$ cat config.mk
export PLATFORM = sky130hd
export DESIGN_NAME = axis_packetizer
export DESIGN_NICKNAME = d
export VERILOG_FILES = /design/src/rtl/packetizer_pkg.sv /design/src/rtl/sync_fifo.sv /design/src/rtl/axis_packetizer.sv
export SDC_FILE = /design/constraint.sdc
export NUM_CORES = 1
export LEC_CHECK = 0
export ABC_CLOCK_PERIOD_IN_PS = 9100
export BUFFER_PORTS_ARGS = -buffer_cell sky130_fd_sc_hd__buf_2
export CAP_MARGIN = 20
export CORE_ASPECT_RATIO = 0.9
export CORE_UTILIZATION = 50
export CTS_CLUSTER_DIAMETER = 40
export DETAILED_ROUTE_END_ITERATION = 12
export HOLD_SLACK_MARGIN = 0.08
export PLACE_DENSITY = 0.71
export SYNTH_ARGS = -nofsm -noshare
export SYNTH_HDL_FRONTEND = slang
export SYNTH_HIERARCHICAL = 1
export SYNTH_SLANG_ARGS = --single-unit
$ cat constraint.sdc
create_clock -name sys_clk_i -period 9.1 [get_ports sys_clk_i]
set_input_delay 1.82 -clock sys_clk_i [delete_from_list [all_inputs] [get_ports sys_clk_i]]
set_output_delay 1.82 -clock sys_clk_i [all_outputs]
set_load 0.01 [all_outputs]
$ cat src/rtl/packetizer_pkg.sv
// Shared definitions for the AXI-Stream packetizer: FSM encoding, keep constant
// and the packet-length latch rule.
package packetizer_pkg;

  typedef enum logic [1:0] {
    ST_IDLE   = 2'd0,
    ST_STREAM = 2'd1,
    ST_FLUSH  = 2'd2
  } state_t;

  localparam int unsigned KEEP_MAX_W = 64;
  localparam logic [KEEP_MAX_W-1:0] KEEP_ALL = '1;

  // A zero length request is treated as single-beat packets.
  function automatic logic [31:0] eff_len(input logic [31:0] len);
    return (len == 32'd0) ? 32'd1 : len;
  endfunction

endpackage

$ cat src/rtl/sync_fifo.sv
// Single-clock FIFO with extra-MSB pointers; push while full succeeds only
// when a pop happens in the same cycle. Flush empties it in one cycle.
module sync_fifo
  import packetizer_pkg::*;
#(
  parameter int unsigned DW    = 64,
  parameter int unsigned DEPTH = 16
) (
  input  logic          clk,
  input  logic          rst_n,
  input  logic          flush,
  input  logic          push,
  input  logic [DW-1:0] din,
  input  logic          pop,
  output logic          full,
  output logic          empty,
  output logic [DW-1:0] head
);

  localparam int unsigned AW = $clog2(DEPTH);

  logic [DW-1:0] mem [DEPTH];
  logic [AW:0]   wp;
  logic [AW:0]   rp;
  logic          do_push;
  logic          do_pop;

  assign empty   = (wp == rp);
  assign full    = (wp[AW] != rp[AW]) && (wp[AW-1:0] == rp[AW-1:0]);
  assign do_pop  = pop && !empty;
  assign do_push = push && (!full || do_pop);
  assign head    = mem[rp[AW-1:0]];

  always_ff @(posedge clk or negedge rst_n) begin
    if (!rst_n) begin
      wp <= '0;
      rp <= '0;
    end else if (flush) begin
      wp <= '0;
      rp <= '0;
    end else begin
      if (do_push) wp <= wp + 1'b1;
      if (do_pop)  rp <= rp + 1'b1;
    end
  end

  always_ff @(posedge clk) begin
    if (do_push && !flush) mem[wp[AW-1:0]] <= din;
  end

endmodule

$ cat src/rtl/axis_packetizer.sv
// Turns a backpressure-free sample strobe into fixed-length AXI-Stream packets,
// padding an interrupted packet with zero beats so tlast is always delivered.
module axis_packetizer
  import packetizer_pkg::*;
#(
  parameter int unsigned DW    = 64,
  parameter int unsigned DEPTH = 16
) (
  input  logic            sys_clk_i,
  input  logic            sys_rstn_i,
  input  logic            enable_i,
  input  logic [31:0]     pkt_len_i,
  input  logic            smp_valid_i,
  input  logic [DW-1:0]   smp_data_i,
  output logic [DW-1:0]   m_axis_tdata,
  output logic            m_axis_tvalid,
  input  logic            m_axis_tready,
  output logic            m_axis_tlast,
  output logic [DW/8-1:0] m_axis_tkeep,
  output logic [31:0]     drop_cnt_o,
  output logic [31:0]     pkt_cnt_o,
  output logic            busy_o
);

  logic [1:0]    rst_sync;
  logic          rst_n;

  state_t        state_q, state_d;
  logic [31:0]   beat_q, beat_d;
  logic [31:0]   len_q, len_d;
  logic [31:0]   drop_q;
  logic [31:0]   pkt_q;

  logic          push, pop, flush;
  logic          full, empty;
  logic [DW-1:0] head;
  logic          xfer, last, pkt_inc, drop_inc;

  // Assert asynchronously, release two edges later.
  always_ff @(posedge sys_clk_i or negedge sys_rstn_i) begin
    if (!sys_rstn_i) rst_sync <= '0;
    else             rst_sync <= {rst_sync[0], 1'b1};
  end
  assign rst_n = rst_sync[1];

  sync_fifo #(
    .DW    (DW),
    .DEPTH (DEPTH)
  ) u_fifo (
    .clk   (sys_clk_i),
    .rst_n (rst_n),
    .flush (flush),
    .push  (push),
    .din   (smp_data_i),
    .pop   (pop),
    .full  (full),
    .empty (empty),
    .head  (head)
  );

  assign last = (beat_q == len_q - 32'd1);

  always_comb begin
    state_d       = state_q;
    beat_d        = beat_q;
    len_d         = len_q;
    m_axis_tvalid = 1'b0;
    m_axis_tdata  = '0;
    m_axis_tlast  = 1'b0;
    push          = 1'b0;
    pop           = 1'b0;
    flush         = 1'b0;
    xfer          = 1'b0;
    pkt_inc       = 1'b0;
    drop_inc      = 1'b0;
    unique case (state_q)
      ST_IDLE: begin
        if (enable_i) begin
          state_d = ST_STREAM;
          beat_d  = '0;
          len_d   = eff_len(pkt_len_i);
        end
      end
      ST_STREAM: begin
        m_axis_tvalid = !empty;
        m_axis_tdata  = empty ? '0 : head;
        m_axis_tlast  = !empty && last;
        xfer          = !empty && m_axis_tready;
        pop           = xfer;
        if (xfer) begin
          if (last) begin
            beat_d  = '0;
            len_d   = eff_len(pkt_len_i);
            pkt_inc = 1'b1;
          end else begin
            beat_d = beat_q + 32'd1;
          end
        end
        // Decide on the post-transfer count so a tlast beat taken in the same
        // cycle as the disable does not trigger a whole padding packet.
        if (!enable_i) begin
          if (beat_d != '0) state_d = ST_FLUSH;
          else if (empty)   state_d = ST_IDLE;
        end
        if (smp_valid_i && state_d == ST_STREAM) begin
          if (full && !pop) drop_inc = 1'b1;
          else              push     = 1'b1;
        end
      end
      ST_FLUSH: begin
        m_axis_tvalid = 1'b1;
        m_axis_tdata  = empty ? '0 : head;
        m_axis_tlast  = last;
        xfer          = m_axis_tready;
        pop           = xfer && !empty;
        if (xfer) begin
          if (last) begin
            beat_d  = '0;
            len_d   = eff_len(pkt_len_i);
            pkt_inc = 1'b1;
            flush   = 1'b1;
            state_d = ST_IDLE;
          end else begin
            beat_d = beat_q + 32'd1;
          end
        end
      end
      default: state_d = ST_IDLE;
    endcase
  end

  always_ff @(posedge sys_clk_i or negedge rst_n) begin
    if (!rst_n) begin
      state_q <= ST_IDLE;
      beat_q  <= '0;
      len_q   <= 32'd1;
      drop_q  <= '0;
      pkt_q   <= '0;
    end else begin
      state_q <= state_d;
      beat_q  <= beat_d;
      len_q   <= len_d;
      if (pkt_inc)                 pkt_q  <= pkt_q + 32'd1;
      if (drop_inc && drop_q != '1) drop_q <= drop_q + 32'd1;
    end
  end

  assign m_axis_tkeep = KEEP_ALL[DW/8-1:0];
  assign drop_cnt_o   = drop_q;
  assign pkt_cnt_o    = pkt_q;
  assign busy_o       = (state_q != ST_IDLE);

endmodule

After elaboration in Yosys (flattened, before gate mapping)
Memory sizes are Yosys's and may differ from the RTL's.
Index checks and enable logic that the tools add are counted.
{"block": "word_totals", "wordCells": 94, "ram_bits": 1024, "in_bits": 101, "register_bits": 142, "mem_count": 1}
{"memory": "u_fifo.mem", "words": 16, "word_bits": 64, "read_ports": 1, "rd_clocked_by_memory_dff": 0, "wr": 1, "line": "sync_fifo.sv:22", "rtl": "logic [DW-1:0] mem [DEPTH];"}
{"block": "classes", "add_sub_neg": 6, "n_reduce_logical": 25, "eq_ne": 12, "n_mux": 42}
{"cell": "two-way mux 32 bit", "count": 10}
{"cell": "case mux 32 bit (3 select lines)", "count": 2}
{"cell": "two-way mux 64 bit", "count": 2}
{"cell": "adder 32 x 1 -> 32 bit (second input constant)", "count": 3}
{"cell": "== test 32 bit", "count": 1}
{"cell": "logical NOT 32 bit", "count": 1}
{"cell": "inequality test 32 bit (second input constant)", "count": 1}
{"cell": "nonzero test 32 bit", "count": 1}
{"cell": "subtractor 32 x 1 -> 32 bit (second input constant)", "count": 1}
{"cell": "two-way mux 5 bit", "count": 4}
{"cell": "two-way mux 2 bit", "count": 7}
{"cell": "two-way mux 1 bit", "count": 13}
{"cell": "adder 5 x 1 -> 5 bit (second input constant)", "count": 2}
{"cell": "logical AND 1 bit", "count": 9}
{"cell": "inequality test 2 bit (second input constant)", "count": 4}
{"cell": "case mux 1 bit (2 select lines)", "count": 3}
{"cell": "case mux 2 bit (3 select lines)", "count": 1}
{"cell": "AND reduction 3 bit", "count": 2}
{"cell": "nonzero test 2 bit", "count": 3}
{"cell": "== test 5 bit", "count": 1}
{"cell": "== test 2 x 1 -> 1 bit (second input constant)", "count": 2}
{"cell": "== test 4 bit", "count": 1}
{"cell": "logical NOT 1 bit", "count": 4}
{"cell": "AND reduction 4 bit", "count": 1}
{"cell": "6 further kinds", "count": 6}

Logic depth before layout (Yosys ltp)
{"block": "logic_depth", "depth_word": 17, "mapped_depth": 18, "depth_no_buf": 16}

By module
Netlist, hierarchy kept.
{"module": "sync_fifo", "cells_per_inst": 1507, "instances": 1, "area_per_inst_um2": 39208.9}
{"module": "axis_packetizer", "cells_per_inst": 1068, "instances": 1, "area_per_inst_um2": 9311.4}

Worst setup path after synthesis
Ideal clock, no wire load.
{"block": "synth_timing", "path_kind": "input to register", "startpoint": "in m_axis_tready", "endpoint": "mem u_fifo.mem[0][0] (enable)", "required_ns": 8.535, "arrival_time_ns": 8.909, "setup_time_ns": 0.565, "stages": 15, "setup_slack_ns": -0.373, "cell_sequence": "clkbuf_1 nor2b_1 clkbuf_1 clkbuf_1 o21ai_0 o31a_1 nor3_1 o221ai_1 o21ba_2 o22ai_1 and3_1 nand2b_1 a21oi_1 nand2_1 nor3_1"}
{"block": "synth_via", "elab_chain_cells": 15}
{"item": "start: declaration", "line": "axis_packetizer.sv:17", "rtl": "input logic m_axis_tready,"}
{"item": "logical AND 1 bit (*)", "line": "axis_packetizer.sv:88", "rtl": "xfer = !empty && m_axis_tready;"}
{"item": "two-way mux 32 bit", "line": "axis_packetizer.sv:90", "rtl": "if (xfer) begin"}
{"item": "two-way mux 32 bit", "line": "axis_packetizer.sv:76", "rtl": "unique case (state_q)"}
{"item": "nonzero test 32 bit", "line": "axis_packetizer.sv:102", "rtl": "if (beat_d != '0) state_d = ST_FLUSH;"}
{"item": "two-way mux 2 bit", "line": "axis_packetizer.sv:102"}
{"item": "two-way mux 2 bit", "line": "axis_packetizer.sv:101", "rtl": "if (!enable_i) begin"}
{"item": "two-way mux 2 bit", "line": "axis_packetizer.sv:76"}
{"item": "== test 2 x 1 -> 1 bit", "line": "axis_packetizer.sv:105", "rtl": "if (smp_valid_i && state_d == ST_STREAM) begin"}
{"item": "logical AND 1 bit", "line": "axis_packetizer.sv:105"}
{"item": "two-way mux 1 bit (*)", "line": "axis_packetizer.sv:105"}
{"item": "two-way mux 1 bit (*)", "line": "axis_packetizer.sv:76"}
{"item": "named net push", "line": "axis_packetizer.sv:34", "rtl": "logic push, pop, flush;"}
{"item": "logical AND 1 bit (*)", "line": "sync_fifo.sv:31", "rtl": "assign do_push = push && (!full || do_pop);"}
{"item": "logical AND 1 bit (*)", "line": "sync_fifo.sv:48", "rtl": "if (do_push && !flush) mem[wp[AW-1:0]] <= din;"}
{"item": "two-way mux 1 bit (*)", "line": "sync_fifo.sv:48"}
{"item": "two-way mux 1 bit (not written as such) (*)", "line": "sync_fifo.sv:48"}
{"item": "end: declaration", "line": "sync_fifo.sv:22"}
The timed path passes the listed nets; every way through them passes the cells marked *. The select of a mux whose other input is x is not followed.

Worst setup path after layout
{"block": "layout_timing", "startpoint": "reg u_fifo.rp[3]", "endpoint": "mem u_fifo.mem[5][0] (enable)"}
{"block": "layout_via", "elab_chain_cells": 17}
{"item": "start: declaration", "line": "sync_fifo.sv:24", "rtl": "logic [AW:0] rp;"}
{"item": "start signal: assignment", "line": "sync_fifo.sv:43", "rtl": "if (do_pop) rp <= rp + 1'b1;"}
{"item": "== test 5 bit (*)", "line": "sync_fifo.sv:28", "rtl": "assign empty = (wp == rp);"}
{"item": "named net empty", "line": "axis_packetizer.sv:35", "rtl": "logic full, empty;"}
{"item": "logical NOT 1 bit", "line": "axis_packetizer.sv:88"}
{"item": "logical AND 1 bit", "line": "axis_packetizer.sv:88"}
{"item": "two-way mux 32 bit", "line": "axis_packetizer.sv:90"}
{"item": "two-way mux 32 bit", "line": "axis_packetizer.sv:76"}
{"item": "nonzero test 32 bit", "line": "axis_packetizer.sv:102"}
{"item": "two-way mux 2 bit", "line": "axis_packetizer.sv:102"}
{"item": "[... 3 more ...]"}
{"item": "logical AND 1 bit", "line": "axis_packetizer.sv:105"}
{"item": "two-way mux 1 bit (*)", "line": "axis_packetizer.sv:105"}
{"item": "two-way mux 1 bit (*)", "line": "axis_packetizer.sv:76"}
{"item": "named net push", "line": "axis_packetizer.sv:34"}
{"item": "logical AND 1 bit (*)", "line": "sync_fifo.sv:31"}
{"item": "logical AND 1 bit (*)", "line": "sync_fifo.sv:48"}
{"item": "two-way mux 1 bit (*)", "line": "sync_fifo.sv:48"}
{"item": "two-way mux 1 bit (not written as such) (*)", "line": "sync_fifo.sv:48"}
Marked as above.

==> run summary <==
Die
• core area: 96,300 um2
• die height: 298 um
• I/O pin count: 240
• die outline width: 330 um
• placement row count: 108
• initial standard-cell utilization of the core: 0.504
• DIE AREA: 98,300 um2

Logic synthesis
• Syn Std Cell Area: 48,500 um2
• count of flip-flops with a built-in enable after synthesis: 1,024
• Synth area leaders: sky130_fd_sc_hd__edfxtp_1, sky130_fd_sc_hd__mux4_2, sky130_fd_sc_hd__dfrtp_1
• FF+latch count, synth: 1,166
• most area-hungry cell type in the Yosys netlist: sky130_fd_sc_hd__edfxtp_1
• number of different library cells in the post-synthesis netlist: 82
• YS warnings: 6
• mean instance size in the synthesized netlist: 18.8 um2
• sequential cell area fraction in the yosys report: 0.707
• Synth top area share: 0.634
• top flip-flop cell by instance count after synthesis: sky130_fd_sc_hd__edfxtp_1
• gate count of the mapped netlist: 2,575
• fraction of registers with async set or reset after synthesis: 0.122

Critical path
• worst path arrival time: 7360 ps
• top cell family by delay on the critical path: simple AND/OR/NAND/NOR gates
• worst setup path category: flip-flop to flip-flop
• library cell contributing the largest single delay on the critical path: sky130_fd_sc_hd__dfrtp_4
• max incr delay on CP: 1000 ps
• critical path capture point type: flip-flop
• data required time at the worst endpoint: 9490 ps
• CP Max Fanout: 45
• ordered list of cells on the worst path: xor2_1, nor4_4, and2_1, nand2b_1, nor3_1, nand3_1, mux2i_1, nand4_1, or4bb_1, o31a_1, o22ai_1, and3_1, nand2b_1, a21oi_1, nand2_1, nor2_4, buf_12
• Setup crit start kind: flip-flop
• dominant cell type by count on the critical path: sky130_fd_sc_hd__nand2b_1
• buffer and inverter count on the worst path: 1

Route
• post-detailed-route count of antenna-violating nets: 0
• Routed wire per std cell: 27.0 um
• routed wl met3: 8870 um
• number of DRC violations after detailed routing: 0
• DRC violation total after the first TritonRoute iteration: 2,459
• DRT met1 WL: 46,500 um
• first drt pass iteration count: 5
• drt total wl: 114,000 um
• drt via density: 6.14
• total vias in the final route: 25.9k
• uppermost metal layer occupied by signal nets: met5
• met2 routed wirelength: 55,100 um

Clock network
• CTS max path bufs: 3
• Setup Fix Bufs, Post-CTS: 0
• post-cts repair resize count: 0
• Skew-Pair Late Insertion Delay: 750 ps
• TritonCTS clock tree: built
• root buf cell: sky130_fd_sc_hd__clkbuf_16
• cts bufs inserted: 139
• CTS Sinks: 1,166
• CTS Hold Bufs: 0
• Reg clk slew, reported paths: 60 ps
• number of levels the H-tree was split into: 4

Final layout
• layout cells sized above 1: 0.299
• commonest cells after routing, fill and taps aside: sky130_fd_sc_hd__edfxtp_1, sky130_fd_sc_hd__mux4_2, sky130_fd_sc_hd__buf_2
• number of nets in the layout: 2,953
• most frequent standard cell in the layout excluding fill and tap cells: sky130_fd_sc_hd__edfxtp_1
• area growth from synthesis to layout: 14.8%
• Storage cell area: 34,300 um2
• total area of multi-input combinational cells: 13,400 um2
• number of fill cells in the layout: 6,992

Power and ir drop
• Leakage: 18.9 nW
• power consumption: 0.0164 W
• peak supply drop: 0.000306 V
• total power divided by cell area: 294 nW/um2

Global routing
• global route total overflow: 0
• vias in the first global route: 26.8k
• antenna violations before repair: 17
• global-route wire length before repair: 172,000 um
• GRT Resource Usage Total: 0.237
• largest net degree at the start of global routing: 163

Place
• RD Place Congestion: 0.901
• sum of net half-perimeters after detailed placement: 65,800 um
• IO buf count: 231

Timing
• min Tclk post-route: 6970 ps
• # setup viols final: 0
• count of final max-slew check failures: 0
• RSZ-0062 raised after global routing: no
• remaining max-slew budget at the tightest pin: 0.214
• Post-Route Skew: 28.4 ps
• final cycle utilization of the critical path: 0.766
• Worst Tran Pin Value: 1180 ps
• final total negative setup slack: 0 ps
• FMAX: 0.144 GHz
• hold violation total from the final report: 0

Job
• number of violations of the max-capacitance limit: 0

Worst hold path
• Tightest Hold Check Type: flip-flop to flip-flop

Status
• run status: complete, no violations

[synthesized netlist by cell type (all sizes together) (4+ instances only)]
cell	n
nor2	86
ha	13
nand3b	4
o31ai	18
edfxtp	1024
or2	7
a21boi	4
and2	76
or4	10
mux4	320
mux2i	11
and4	12
a31oi	16
inv	24
a22oi	7
dfrtp	141
nand2	88
nor2b	11
nor4	36
o41ai	4
nand4	57
or3	11
nand3	66
nand2b	15
a21oi	23
xnor2	82
clkbuf	90
xor2	40
buf	69
nor3	40
nor3b	5
o21ai	51
mux2	34
o22ai	4
and3	27
[report_power, final]
group          internal (W)  switching [W]  total (W)  leakage, nW
sequential          0.00598       0.000371    0.00635         11.1
clock               0.00336        0.00222    0.00558         2.27
combinational       0.00219        0.00226    0.00445         5.53
[through the flow]
| stage | cells | worst slack, ps | hold WS, ps | instance area, um2 | util |
|---|---|---|---|---|---|
| detailed placement | 3960 | 2140 | 340 | 50900 | 0.528 |
| CTS | 4212 | 2130 | 361 | 55600 | 0.577 |
| global placement | 3960 | 2270 | 342 | 50900 | 0.528 |
| global route | 4220 | 1700 | 369 | 55700 | 0.578 |
| floorplan | 2583 | 1340 | 331 | 48600 | - |
| finish | 4223 | 2130 | 359 | 55700 | 0.578 |
[area by class of cell]
class / instances / area share
clock inverter: 84 / 0.0185
multi-input combinational: 1234 / 0.241
antenna: 8 / 0.000360
clock buffer: 168 / 0.0656
sequential: 1166 / 0.616
tap: 1265 / 0.0284
inverter: 24 / 0.00162
timing repair buffer: 274 / 0.0284
[path summary, 6_finish.rpt]
path | from | to | slack [ps] | cells past startpoint
worst max-delay path | u_fifo/rp[3]$_DFFE_PN0P_ | u_fifo/mem[5][0]$_DFFE_PP_ | 2130 | 17
worst min-delay path | rst_sync[0]$_DFF_PN0_ | rst_sync[1]$_DFF_PN0_ | 360 | 0
worst max register to register | u_fifo/rp[3]$_DFFE_PN0P_ | u_fifo/mem[5][0]$_DFFE_PP_ | 2130 | 17
min in group asynchronous | rst_sync[1]$_DFF_PN0_ | drop_cnt_o[3]$_DFFE_PN0P_ | 480 | 0
max in group asynchronous | rst_sync[1]$_DFF_PN0_ | len_q[20]$_DFFE_PN0P_ | 7080 | 1
worst min register to register | rst_sync[0]$_DFF_PN0_ | rst_sync[1]$_DFF_PN0_ | 360 | 0
[worst register-to-register path: cells and delay by family, from the launching register on]
kind	cells	cell delay, ps
buffers and inverters	1	400
xor gates and xnor gates	1	230
DFF	1	1000
AOI/OAI and AO/OA	3	960
muxes	1	200
and+or+nand+nor	11	3780
[layer usage]
layer  vias to the layer above  GRT usage
met1                     13600      0.325
met5                         -          0
met3                       245     0.0581
met4                        18     0.0856
met2                      1032      0.371
li1                      11000          -
[cell families (layout without fill, tap and decap cells)]
kind of cell    Yosys count  count (layout)  share of synthesized area
xor+xnor                122             122                     0.0220
fa+ha+maj                13              13                    0.00335
buf+inv                 183             550                     0.0204
flops                  1166            1166                      0.707
simple gates            564             564                     0.0639
mux                     365             365                      0.161
other cells               1              17                  0.0000773
compound gates          161             161                     0.0219
[registers in the layout (all words and copies together) (netlist names)]
register / count
rst_sync: 2
u_fifo/rp: 5
u_fifo/wp: 5
beat_q: 32
len_q: 32
drop_cnt_o: 32
state_q: 2
u_fifo/mem: 1024
pkt_cnt_o: 32
No activity file was read; power rests on OpenSTA's default activity.
